--- config.mk ---
export PLATFORM = sky130hd
export DESIGN_NAME = multdiv_seq
export DESIGN_NICKNAME = d
export VERILOG_FILES = /design/src/rtl/multdiv_seq.sv
export SDC_FILE = /design/constraint.sdc
export NUM_CORES = 1
export LEC_CHECK = 0
export CAP_MARGIN = 25
export CORE_MARGIN = 3
export CORE_UTILIZATION = 55
export DETAILED_ROUTE_END_ITERATION = 16
export GPL_TIMING_DRIVEN = 0
export PLACE_DENSITY = 0.76
export SETUP_SLACK_MARGIN = 0.02
export SLEW_MARGIN = 20
export SYNTH_ARGS = -nofsm -noshare
export SYNTH_HDL_FRONTEND = slang
export SYNTH_SLANG_ARGS = --single-unit
--- constraint.sdc ---
create_clock -name clock -period 14.2 [get_ports clock]
set_input_delay 2.13 -clock clock [delete_from_list [all_inputs] [get_ports clock]]
set_output_delay 2.13 -clock clock [all_outputs]
set_load 0.02 [all_outputs]
--- src/rtl/multdiv_seq.sv ---
// multdiv_seq: iterative signed multiply/divide unit for the execute stage.
// A start pulse (ctrl_MULT or ctrl_DIV) latches the operands. The unit then
// runs WIDTH iteration edges: radix-2 Booth for multiply, or non-restoring
// division on magnitudes for divide. It raises data_resultRDY for one cycle
// with the result and exception flag. busy stalls the pipeline from the
// capture edge until the DONE state ends.
//
// Ports:
//   clock           system clock, rising edge
//   ctrl_reset      synchronous active-high reset
//   data_operandA   signed multiplicand / dividend (sampled on capture edge)
//   data_operandB   signed multiplier / divisor (sampled on capture edge)
//   ctrl_MULT       start-multiply pulse (wins if ctrl_DIV is also high)
//   ctrl_DIV        start-divide pulse
//   data_result     low WIDTH bits of product, or quotient
//   data_exception  multiply overflow, divide-by-zero or MOST_NEG/-1
//   data_resultRDY  one-cycle completion pulse
//   busy            operation in flight
//
// Optional feature: define MULTDIV_EARLY_EXIT_EN to let a multiply with a
// zero operand, or a divide by zero, complete one edge after capture.
module multdiv_seq #(
    parameter int unsigned WIDTH = 32
) (
    input  logic             clock,
    input  logic             ctrl_reset,
    input  logic [WIDTH-1:0] data_operandA,
    input  logic [WIDTH-1:0] data_operandB,
    input  logic             ctrl_MULT,
    input  logic             ctrl_DIV,
    output logic [WIDTH-1:0] data_result,
    output logic             data_exception,
    output logic             data_resultRDY,
    output logic             busy
);

    localparam int unsigned PW = 2 * WIDTH + 1;   // Booth register {acc, multiplier, q-1}
    localparam int unsigned RW = WIDTH + 2;       // partial remainder, holds +/- 2*divisor
    localparam int unsigned CW = $clog2(WIDTH + 1);
    localparam logic [CW-1:0]    LAST_ITER = CW'(WIDTH - 1);
    localparam logic [WIDTH-1:0] MOST_NEG  = {1'b1, {(WIDTH - 1){1'b0}}};

    typedef enum logic [1:0] {
        IDLE = 2'd0,
        MUL  = 2'd1,
        DIV  = 2'd2,
        DONE = 2'd3
    } state_t;

    state_t           state_q, state_d;
    logic [CW-1:0]    cnt_q, cnt_d;
    logic [PW-1:0]    prod_q, prod_d;
    logic [WIDTH-1:0] mcand_q, mcand_d;     // multiplicand, or divisor magnitude
    logic [RW-1:0]    rem_q, rem_d;
    logic [WIDTH-1:0] quo_q, quo_d;
    logic             neg_q, neg_d;         // quotient sign
    logic             dz_q, dz_d;           // divide by zero
    logic             ovf_q, ovf_d;         // MOST_NEG / -1
    logic             early_q, early_d;     // commit on first edge after capture
    logic [WIDTH-1:0] result_d;
    logic             exc_d, rdy_d, busy_d;

    logic [WIDTH:0]     booth_acc, booth_m, booth_sum;
    logic [PW-1:0]      prod_step;
    logic [2*WIDTH-1:0] product;
    logic [WIDTH:0]     prod_top;
    logic               mul_ovf;
    logic [RW-1:0]      dvs_ext, rem_sh, rem_step;
    logic [WIDTH-1:0]   quo_step, div_res;
    logic               div_exc;
    logic [WIDTH-1:0]   a_mag, b_mag;

    // Operand magnitudes; MOST_NEG maps onto itself, which is its correct unsigned magnitude
    always_comb begin
        a_mag = data_operandA[WIDTH-1] ? WIDTH'(-data_operandA) : data_operandA;
        b_mag = data_operandB[WIDTH-1] ? WIDTH'(-data_operandB) : data_operandB;
    end

    // One Booth step; the accumulator is widened by one bit so +/-MOST_NEG cannot wrap
    always_comb begin
        booth_acc = {prod_q[PW-1], prod_q[PW-1:WIDTH+1]};
        booth_m   = {mcand_q[WIDTH-1], mcand_q};
        case (prod_q[1:0])
            2'b01:   booth_sum = booth_acc + booth_m;
            2'b10:   booth_sum = booth_acc - booth_m;
            default: booth_sum = booth_acc;
        endcase
        prod_step = {booth_sum, prod_q[WIDTH:1]};
        product   = prod_step[PW-1:1];
        prod_top  = product[2*WIDTH-1:WIDTH-1];
        mul_ovf   = !((prod_top == '0) || (prod_top == '1));
    end

    // One non-restoring division step plus final sign and special-case selection
    always_comb begin
        dvs_ext  = {2'b00, mcand_q};
        rem_sh   = {rem_q[RW-2:0], quo_q[WIDTH-1]};
        rem_step = rem_q[RW-1] ? (rem_sh + dvs_ext) : (rem_sh - dvs_ext);
        quo_step = {quo_q[WIDTH-2:0], ~rem_step[RW-1]};
        if (dz_q) begin
            div_res = '0;
            div_exc = 1'b1;
        end else if (ovf_q) begin
            div_res = MOST_NEG;
            div_exc = 1'b1;
        end else begin
            div_res = neg_q ? WIDTH'(-quo_step) : quo_step;
            div_exc = 1'b0;
        end
    end

    // Next-state and register update logic
    always_comb begin
        state_d  = state_q;
        cnt_d    = cnt_q;
        prod_d   = prod_q;
        mcand_d  = mcand_q;
        rem_d    = rem_q;
        quo_d    = quo_q;
        neg_d    = neg_q;
        dz_d     = dz_q;
        ovf_d    = ovf_q;
        early_d  = early_q;
        result_d = data_result;
        exc_d    = data_exception;
        rdy_d    = 1'b0;
        busy_d   = busy;

        case (state_q)
            IDLE: begin
                if (ctrl_MULT || ctrl_DIV) begin
                    state_d = ctrl_MULT ? MUL : DIV;
                    busy_d  = 1'b1;
                    cnt_d   = '0;
                    prod_d  = {{WIDTH{1'b0}}, data_operandB, 1'b0};
                    mcand_d = ctrl_MULT ? data_operandA : b_mag;
                    rem_d   = '0;
                    quo_d   = a_mag;
                    neg_d   = data_operandA[WIDTH-1] ^ data_operandB[WIDTH-1];
                    dz_d    = (data_operandB == '0);
                    ovf_d   = (data_operandA == MOST_NEG) && (data_operandB == '1);
`ifdef MULTDIV_EARLY_EXIT_EN
                    early_d = ctrl_MULT ? ((data_operandA == '0) || (data_operandB == '0))
                                        : (data_operandB == '0);
`else
                    early_d = 1'b0;
`endif
                end
            end
            MUL: begin
                if (early_q) begin
                    result_d = '0;
                    exc_d    = 1'b0;
                    rdy_d    = 1'b1;
                    state_d  = DONE;
                end else begin
                    prod_d = prod_step;
                    cnt_d  = cnt_q + CW'(1);
                    if (cnt_q == LAST_ITER) begin
                        result_d = product[WIDTH-1:0];
                        exc_d    = mul_ovf;
                        rdy_d    = 1'b1;
                        state_d  = DONE;
                    end
                end
            end
            DIV: begin
                if (early_q) begin
                    result_d = div_res;
                    exc_d    = div_exc;
                    rdy_d    = 1'b1;
                    state_d  = DONE;
                end else begin
                    rem_d = rem_step;
                    quo_d = quo_step;
                    cnt_d = cnt_q + CW'(1);
                    if (cnt_q == LAST_ITER) begin
                        result_d = div_res;
                        exc_d    = div_exc;
                        rdy_d    = 1'b1;
                        state_d  = DONE;
                    end
                end
            end
            DONE: begin
                state_d = IDLE;
                busy_d  = 1'b0;
            end
            default: begin
                state_d = IDLE;
                busy_d  = 1'b0;
            end
        endcase
    end

    // State and datapath registers
    always_ff @(posedge clock) begin
        if (ctrl_reset) begin
            state_q        <= IDLE;
            cnt_q          <= '0;
            prod_q         <= '0;
            mcand_q        <= '0;
            rem_q          <= '0;
            quo_q          <= '0;
            neg_q          <= 1'b0;
            dz_q           <= 1'b0;
            ovf_q          <= 1'b0;
            early_q        <= 1'b0;
            data_result    <= '0;
            data_exception <= 1'b0;
            data_resultRDY <= 1'b0;
            busy           <= 1'b0;
        end else begin
            state_q        <= state_d;
            cnt_q          <= cnt_d;
            prod_q         <= prod_d;
            mcand_q        <= mcand_d;
            rem_q          <= rem_d;
            quo_q          <= quo_d;
            neg_q          <= neg_d;
            dz_q           <= dz_d;
            ovf_q          <= ovf_d;
            early_q        <= early_d;
            data_result    <= result_d;
            data_exception <= exc_d;
            data_resultRDY <= rdy_d;
            busy           <= busy_d;
        end
    end

endmodule

==> metrics, run 1 <==
Sink Count 209; initial DRC count 1,941; final RePlAce weighted congestion 0.9950; port buffer count 100; Num CTS Buffers 24; Crit path depth 24; xor/xnor share of the synthesized area 9.899%; routing usage on met1 51.78%; status finished clean; fin cells 2,726; Leakage Power 6.969 nW; vias 17,721; Worst EP required 14.56 ns; Die ar. 31,370 sq um; Mean Syn Cell Area 7.333 sq um; most common flop cell mapped by yosys dfxtp_1; Rel. slew slack 28.84%; nets 2,471; Synth Area in Simple Gates 24.60%; asr flop ratio synth 0%; GR Layer Usage met2 61.70%; largest net degree at the start of global routing 15; final worst slack 7.359 ns; Post-CTS Resized 0; CP endpoint kind flip-flop; Synth Area in Compound Gates 25.44%; Worst Setup SP mcand_q[0]$_SDFFE_PP0P_; CTS HTree Levels 1; FF-to-FF End data_result[26]$_SDFFE_PP0P_; n_diodes 0; CP Cell Sequence inv_1 -> ha_1 -> nand2_1 -> or3_1 -> nor3_2 -> and3_1 -> nor3b_1 -> nor2_1 -> xor2_1 -> ha_1 -> nand2_1 -> nor2_1 -> nand3_1 -> and3_1 -> nor3b_1 -> o2111a_1 -> nor4_4 -> inv_2 -> ha_1 -> nand4_1 -> o21ai_0 -> xnor2_1 -> a221oi_1 -> nor3_1; net count after synthesis 2,343; Placeable Area 28,780 sq um; remaining antenna violation count 0; Fmax 0.1462 GHz; post-layout min period 6.841 ns; first-pass GRT wire length 94,830 microns; layout cells sized above 1 3.587%; synthesized area 16,100 sq um; Routed WL 62,630 microns; crit path launch type flip-flop; Most Crowded Layer GR met2; vias in the first global route 16,401; critical path type reg -> reg; clk_lat worst skew 0.53 ns; CP Max Fanout 10; Tot GR Track Use 38.66%; Yosys warnings 0; setup bufs post-CTS 0; Yosys cell types 85; worst reg2reg setup slack 7.36 ns; Die Width 177.1 microns; Fin Setup TNS 0 ns; most frequent cells in the layout 287 x nand2_1, 263 x nor2_1, 209 x dfxtp_1; final hold slack 0.4636 ns; routed len/inst 22.97 microns; Syn-to-layout area delta 15.02%; cell family with the largest share of critical-path delay simple AND/OR/NAND/NOR gates; Synth Area in Adders 6.232%; Via density 6.501; VDD IR max 0.1267 mV; met3 global-route usage 4.783%; # Max-Cap Violations 0; most frequent cell on the critical path ha_1; drt drc 0; fin crit share 48.18%; Final setup viols 0; initial antenna violation count 1; Die Ht 177.1 microns; Hold Buf Count CTS 0; FF-to-FF path depth 24; CTS tree built; multiplexer area fraction after synthesis 3.318%; part of the Yosys area used for sequential elements 25.98%; reg2reg start mcand_q[0]$_SDFFE_PP0P_; CTS clock-pin slew for the worst setup and hold paths 0.07 ns; Final Max Slew Viols 0; Cells after DPL 2,682; pre-CTS setup slack 7.717 ns; WP buf/inv 2; CP peak stage delay 0.74 ns; Min-Delay Startpoint rem_q[26]$_SDFFE_PP0P_; largest family of logic cells by synthesized area compound AO/OA/AOI/OAI gates; Top Ports 103; CP Capture Point data_result[26]$_SDFFE_PP0P_; Critical Path Slowest Stage Cell nor4_4; Worst Skew 0.01763 ns; hold depth 2; P per Cell Area 252.0 nW/um^2; synthesized instance count 2,196; critical path data arrival time 7.21 ns; Slew @ Worst Pin 1.067 ns; most common cell after layout, fill and taps aside nand2_1; Pre-Repair DR Iteration Count 6; GRT overflow 0; RSZ-0062 raised after global routing false; Min-Delay Path Class reg -> reg; Yosys reg bits 209; CTS Root Cell clkbuf_16; Post-synth EDFFs 0; row cnt 62; final hold violation count 0; Initial Utilization 55.95%; clk buf depth 3; Final HPWL DP 48,410 microns
==> power breakdown <==
group	switching [W]	internal, W	total (W)
clock	0.000267	0.000453	0.000720
combinational	0.00196	0.00106	0.00301
sequential	0.000194	0.000740	0.000934
total	0.00242	0.00225	0.00467
==> worst min path at each step <==
stage	slack, ns	to
4_1_cts	0.46	rem_q[26]$_SDFFE_PP0P_
2_1_floorplan	0.43	rem_q[26]$_SDFFE_PP0P_
3_3_place_gp	0.45	rem_q[26]$_SDFFE_PP0P_
5_1_grt	0.49	rem_q[26]$_SDFFE_PP0P_
3_5_place_dp	0.45	rem_q[26]$_SDFFE_PP0P_
6_report	0.46	rem_q[26]$_SDFFE_PP0P_
==> sequential cells by signal (all words and copies together) (netlist names) <==
signal          flops
prod_q             65
rem_q              34
data_result        32
mcand_q            32
quo_q              32
cnt_q               6
state_q             2
busy                1
data_exception      1
data_resultRDY      1
dz_q                1
neg_q               1
ovf_q               1
==> cell usage after synthesis, types with 19 or more instances <==
master    count  area [sq um]
a211oi_1     55         412.9
o211ai_1     22         165.2
o21ai_0     138         690.7
nand2_1     287          1077
a221oi_1     23         201.4
buf_1        19         71.32
nor3_1       63         315.3
or3_1        21         131.4
nand4_1      37         231.5
a22oi_1      36         270.3
a21oi_1     194         970.9
xnor2_1      74         648.1
clkbuf_1    123         461.7
nor2_1      263         987.2
dfxtp_1     209          4184
xor2_1      108         945.9
o31ai_1      30         225.2
inv_1        40         150.1
nand3_1      33         165.2
mux2i_1      50         500.5
ha_1         77         963.4
a21o_1       20         150.1
==> logic make-up after synthesis <==
family                   Yosys count
adder cells (fa/ha/maj)           79
flip-flops                       209
AO/OA/AOI/OAI                    635
buffers and inverters            191
multiplexers                      53
XOR/XNOR                         182
AND/OR/NAND/NOR                  847
==> layout make-up <==
cell class / count / area, sq um
fill: 2583 / 10260
sequential: 209 / 4184
inverter: 43 / 161.4
clock inverter: 9 / 173.9
buffer: 148 / 568.0
tap: 384 / 480.5
clock buffer: 35 / 743.2
multi-input combinational: 1796 / 11190
timing repair buffer: 102 / 1016
==> worst reg2reg max path: stages, from the launching register on <==
cell and delay (ns):
dfxtp_1 0.45, inv_1 0.11, ha_1 0.25, nand2_1 0.12
or3_1 0.38, nor3_2 0.51, and3_1 0.30, nor3b_1 0.26
nor2_1 0.08, xor2_1 0.41, ha_1 0.26, nand2_1 0.11
nor2_1 0.21, nand3_1 0.17, and3_1 0.24, nor3b_1 0.19
o2111a_1 0.28, nor4_4 0.74, inv_2 0.23, ha_1 0.37
nand4_1 0.20, o21ai_0 0.13, xnor2_1 0.20, a221oi_1 0.39
nor3_1 0.09
==> through the flow <==
step | instance area [sq um] | power (W) | utilization [%]
finish | 18520 | 0.004668 | 64.36
global route | 18520 | 0.004966 | 64.36
CTS | 18520 | 0.004582 | 64.36
detailed placement | 17600 | 0.003842 | 61.17
global placement | 17580 | 0.003786 | 61.10
floorplan | 16100 | 0.002999 | -
==> metal layers <==
| layer | up-vias | wire length, microns | share of wire (%) |
|---|---|---|---|
| li1 | 8192 | - | - |
| met1 | 8377 | 26040 | 42 |
| met2 | 970 | 27700 | 44 |
| met3 | 180 | 5310 | 8.5 |
| met4 | 2 | 3525 | 5.6 |
| met5 | - | 47 | 0.075 |
(Power assumes the default switching activity.)
==> run 2: changes to the inputs <==
==> constraint.sdc (replaced) <==
create_clock -name clock -period 6.3 [get_ports clock]
set_input_delay 0.945 -clock clock [delete_from_list [all_inputs] [get_ports clock]]
set_output_delay 0.945 -clock clock [all_outputs]
set_load 0.02 [all_outputs]
==> run 2 against run 1 <==
  * Clock-buffer cell count unchanged
  * Cell area increased by 0.42%
  * First-iteration DRC count grew 0.52%
  * Die area stayed put
  * Largest cell class unchanged
  * Highest routed layer unchanged
==> metrics, run 2 (same netlist as run 1, synthesis figures left out) <==
status finished clean; Top Ports 103 (unchanged); clk_lat worst skew 0.53 ns (about the same); Pre-Repair DR Iteration Count 7 (+1); Final setup viols 0 (unchanged); fin crit share 94.78% (+47 points); Fmax 0.1675 GHz (+15%); WP buf/inv 2 (unchanged); # Max-Cap Violations 0 (unchanged); GRT overflow 0 (unchanged); Placed Area 17,600 sq um (unchanged); Num CTS Buffers 24 (unchanged); Routed WL 62,640 microns (about the same); Via density 6.498 (about the same); largest net degree at the start of global routing 15 (unchanged); RSZ-0062 raised after global routing true; initial DRC count 1,951 (+0.52%); routed len/inst 22.95 microns (about the same); most frequent cells in the layout 287 x nand2_1, 263 x nor2_1, 208 x dfxtp_1; first-pass GRT wire length 94,830 microns (unchanged); Tot GR Track Use 38.66% (about the same); Syn-to-layout area delta 15.50%; Die ar. 31,370 sq um (unchanged); Power Total 0.01060 W (+130%); cell family with the largest share of critical-path delay simple AND/OR/NAND/NOR gates; drt drc 0 (unchanged); Rel. slew slack 28.70% (-0.14 points); final hold violation count 0 (unchanged); Placeable Area 28,780 sq um (unchanged); VDD IR max 0.2862 mV (+130%); vias 17,734 (+0.073%); Largest register FFs 65 (unchanged); Worst EP required 6.66 ns (-7.90 ns); CTS HTree Levels 1 (unchanged); post-route cell area 18,600 sq um (+0.42%); port buffer count 100 (unchanged); n_diodes 0 (unchanged); crit path launch type flip-flop; flip-flop and latch area 4185 sq um (about the same); CTS clock-pin slew for the worst setup and hold paths 0.06 ns (about the same); Largest regs prod_q x65, rem_q x34; Critical Path Slowest Stage Cell a221oi_1; Sink Count 209 (unchanged); vias in the first global route 16,396 (-0.030%); Leakage Power 7.005 nW (+0.52%); P per Cell Area 569.8 nW/um^2 (+130%); critical path type reg -> reg; critical path data arrival time 6.33 ns (-0.88 ns); layout cells sized above 1 4.009% (+0.42 points); Min-Delay Path Class reg -> reg; post-layout min period 5.971 ns (-0.8696 ns); area of the multi-input gates 11,250 sq um (+0.48%); most common cell after layout, fill and taps aside nand2_1; Final HPWL DP 48,410 microns (unchanged); Die Ht 177.1 microns (unchanged); clk buf depth 3 (unchanged); remaining antenna violation count 0 (unchanged); CTS Root Cell clkbuf_16; final RePlAce weighted congestion 0.9950 (unchanged); CP Max Fanout 8 (-2); Hold Buf Count CTS 0 (unchanged); Largest Register prod_q; Fin Setup TNS 0 ns (unchanged); CP endpoint kind flip-flop; Worst Skew 0.01480 ns (-0.002830 ns); nets 2,474 (+0.12%); Slew @ Worst Pin 1.069 ns (+0.002063 ns); Die Width 177.1 microns (unchanged); CTS tree built; fillers 2,570 (-0.50%); Core Util, Final 64.62% (+0.27 points); row cnt 62 (unchanged); Final Max Slew Viols 0 (unchanged); final hold slack 0.4634 ns (-0.0002520 ns); CP peak stage delay 0.41 ns (-0.33 ns); initial antenna violation count 1 (unchanged); CP Cell Sequence inv_1 -> ha_1 -> nand2_1 -> or3_1 -> nor3_4 -> and3_1 -> nor3b_1 -> nor2_1 -> xor2_2 -> ha_1 -> nand2_1 -> nor2_1 -> nand3_1 -> and3_1 -> nor3b_4 -> o2111a_1 -> nor4_4 -> inv_2 -> ha_2 -> nand4_1 -> o31ai_1 -> xnor2_1 -> a221oi_1 -> nor3_1; Initial Utilization 55.95% (unchanged)
-- run 2: changes by cell type in the layout (fill, tap and decap cells not counted), sizes merged --
cell and change:
buf +3
-- run 2: repair_timing --
action                                  CTS  global route
pin swaps                                 1             1
resized for setup                         0            10
endpoints found under the setup margin   14            23
setup buffers                             1             2
-- run 2: metrics by stage --
stage	worst slack (ns)	instances
2_1_floorplan	1.367	2196
3_3_place_gp	-0.1618	2680
3_5_place_dp	-0.1828	2682
4_1_cts	0.05425	2727
5_1_grt	0.01029	2729
6_report	0.3286	2729
-- run 2: final cells by class --
class	instances	area share [%]
Inverter	43	0.8678
Tap cell	384	2.583
Multi-Input combinational cell	1796	60.48
Clock buffer	35	3.996
Sequential cell	209	22.50
Clock inverter	9	0.9351
Timing Repair Buffer	105	5.584
Buffer	148	3.054
-- run 2: worst min-delay path: cells and delay by family (launching register included) --
family	cells	cell delay, ns
simple gates	1	0.05
compound gates	1	0.05
flops	1	0.31
-- run 2: worst paths after layout --
| path | startpoint | endpoint | slack [ns] | cells after the start |
|---|---|---|---|---|
| max | mcand_q[0]$_SDFFE_PP0P_ | data_result[24]$_SDFFE_PP0P_ | 0.33 | 24 |
| min | rem_q[19]$_SDFFE_PP0P_ | rem_q[19]$_SDFFE_PP0P_ | 0.46 | 2 |
| max reg2reg | mcand_q[0]$_SDFFE_PP0P_ | data_result[24]$_SDFFE_PP0P_ | 0.33 | 24 |
| min reg2reg | rem_q[19]$_SDFFE_PP0P_ | rem_q[19]$_SDFFE_PP0P_ | 0.46 | 2 |
-- run 2: layer usage --
metal	GRT usage [%]	vias to the layer above	share of wire, %
li1	-	8207	-
met1	51.77	8381	42
met2	61.75	967	44
met3	4.762	177	8.6
met4	18.69	2	5.7
met5	0	-	0.021
-- run 2: power breakdown --
group	total [W]	leakage (nW)	switching, W	internal, W
sequential	0.00211	1.71	0.000442	0.00167
combinational	0.00687	4.84	0.00443	0.00244
clock	0.00162	0.455	0.000601	0.00102
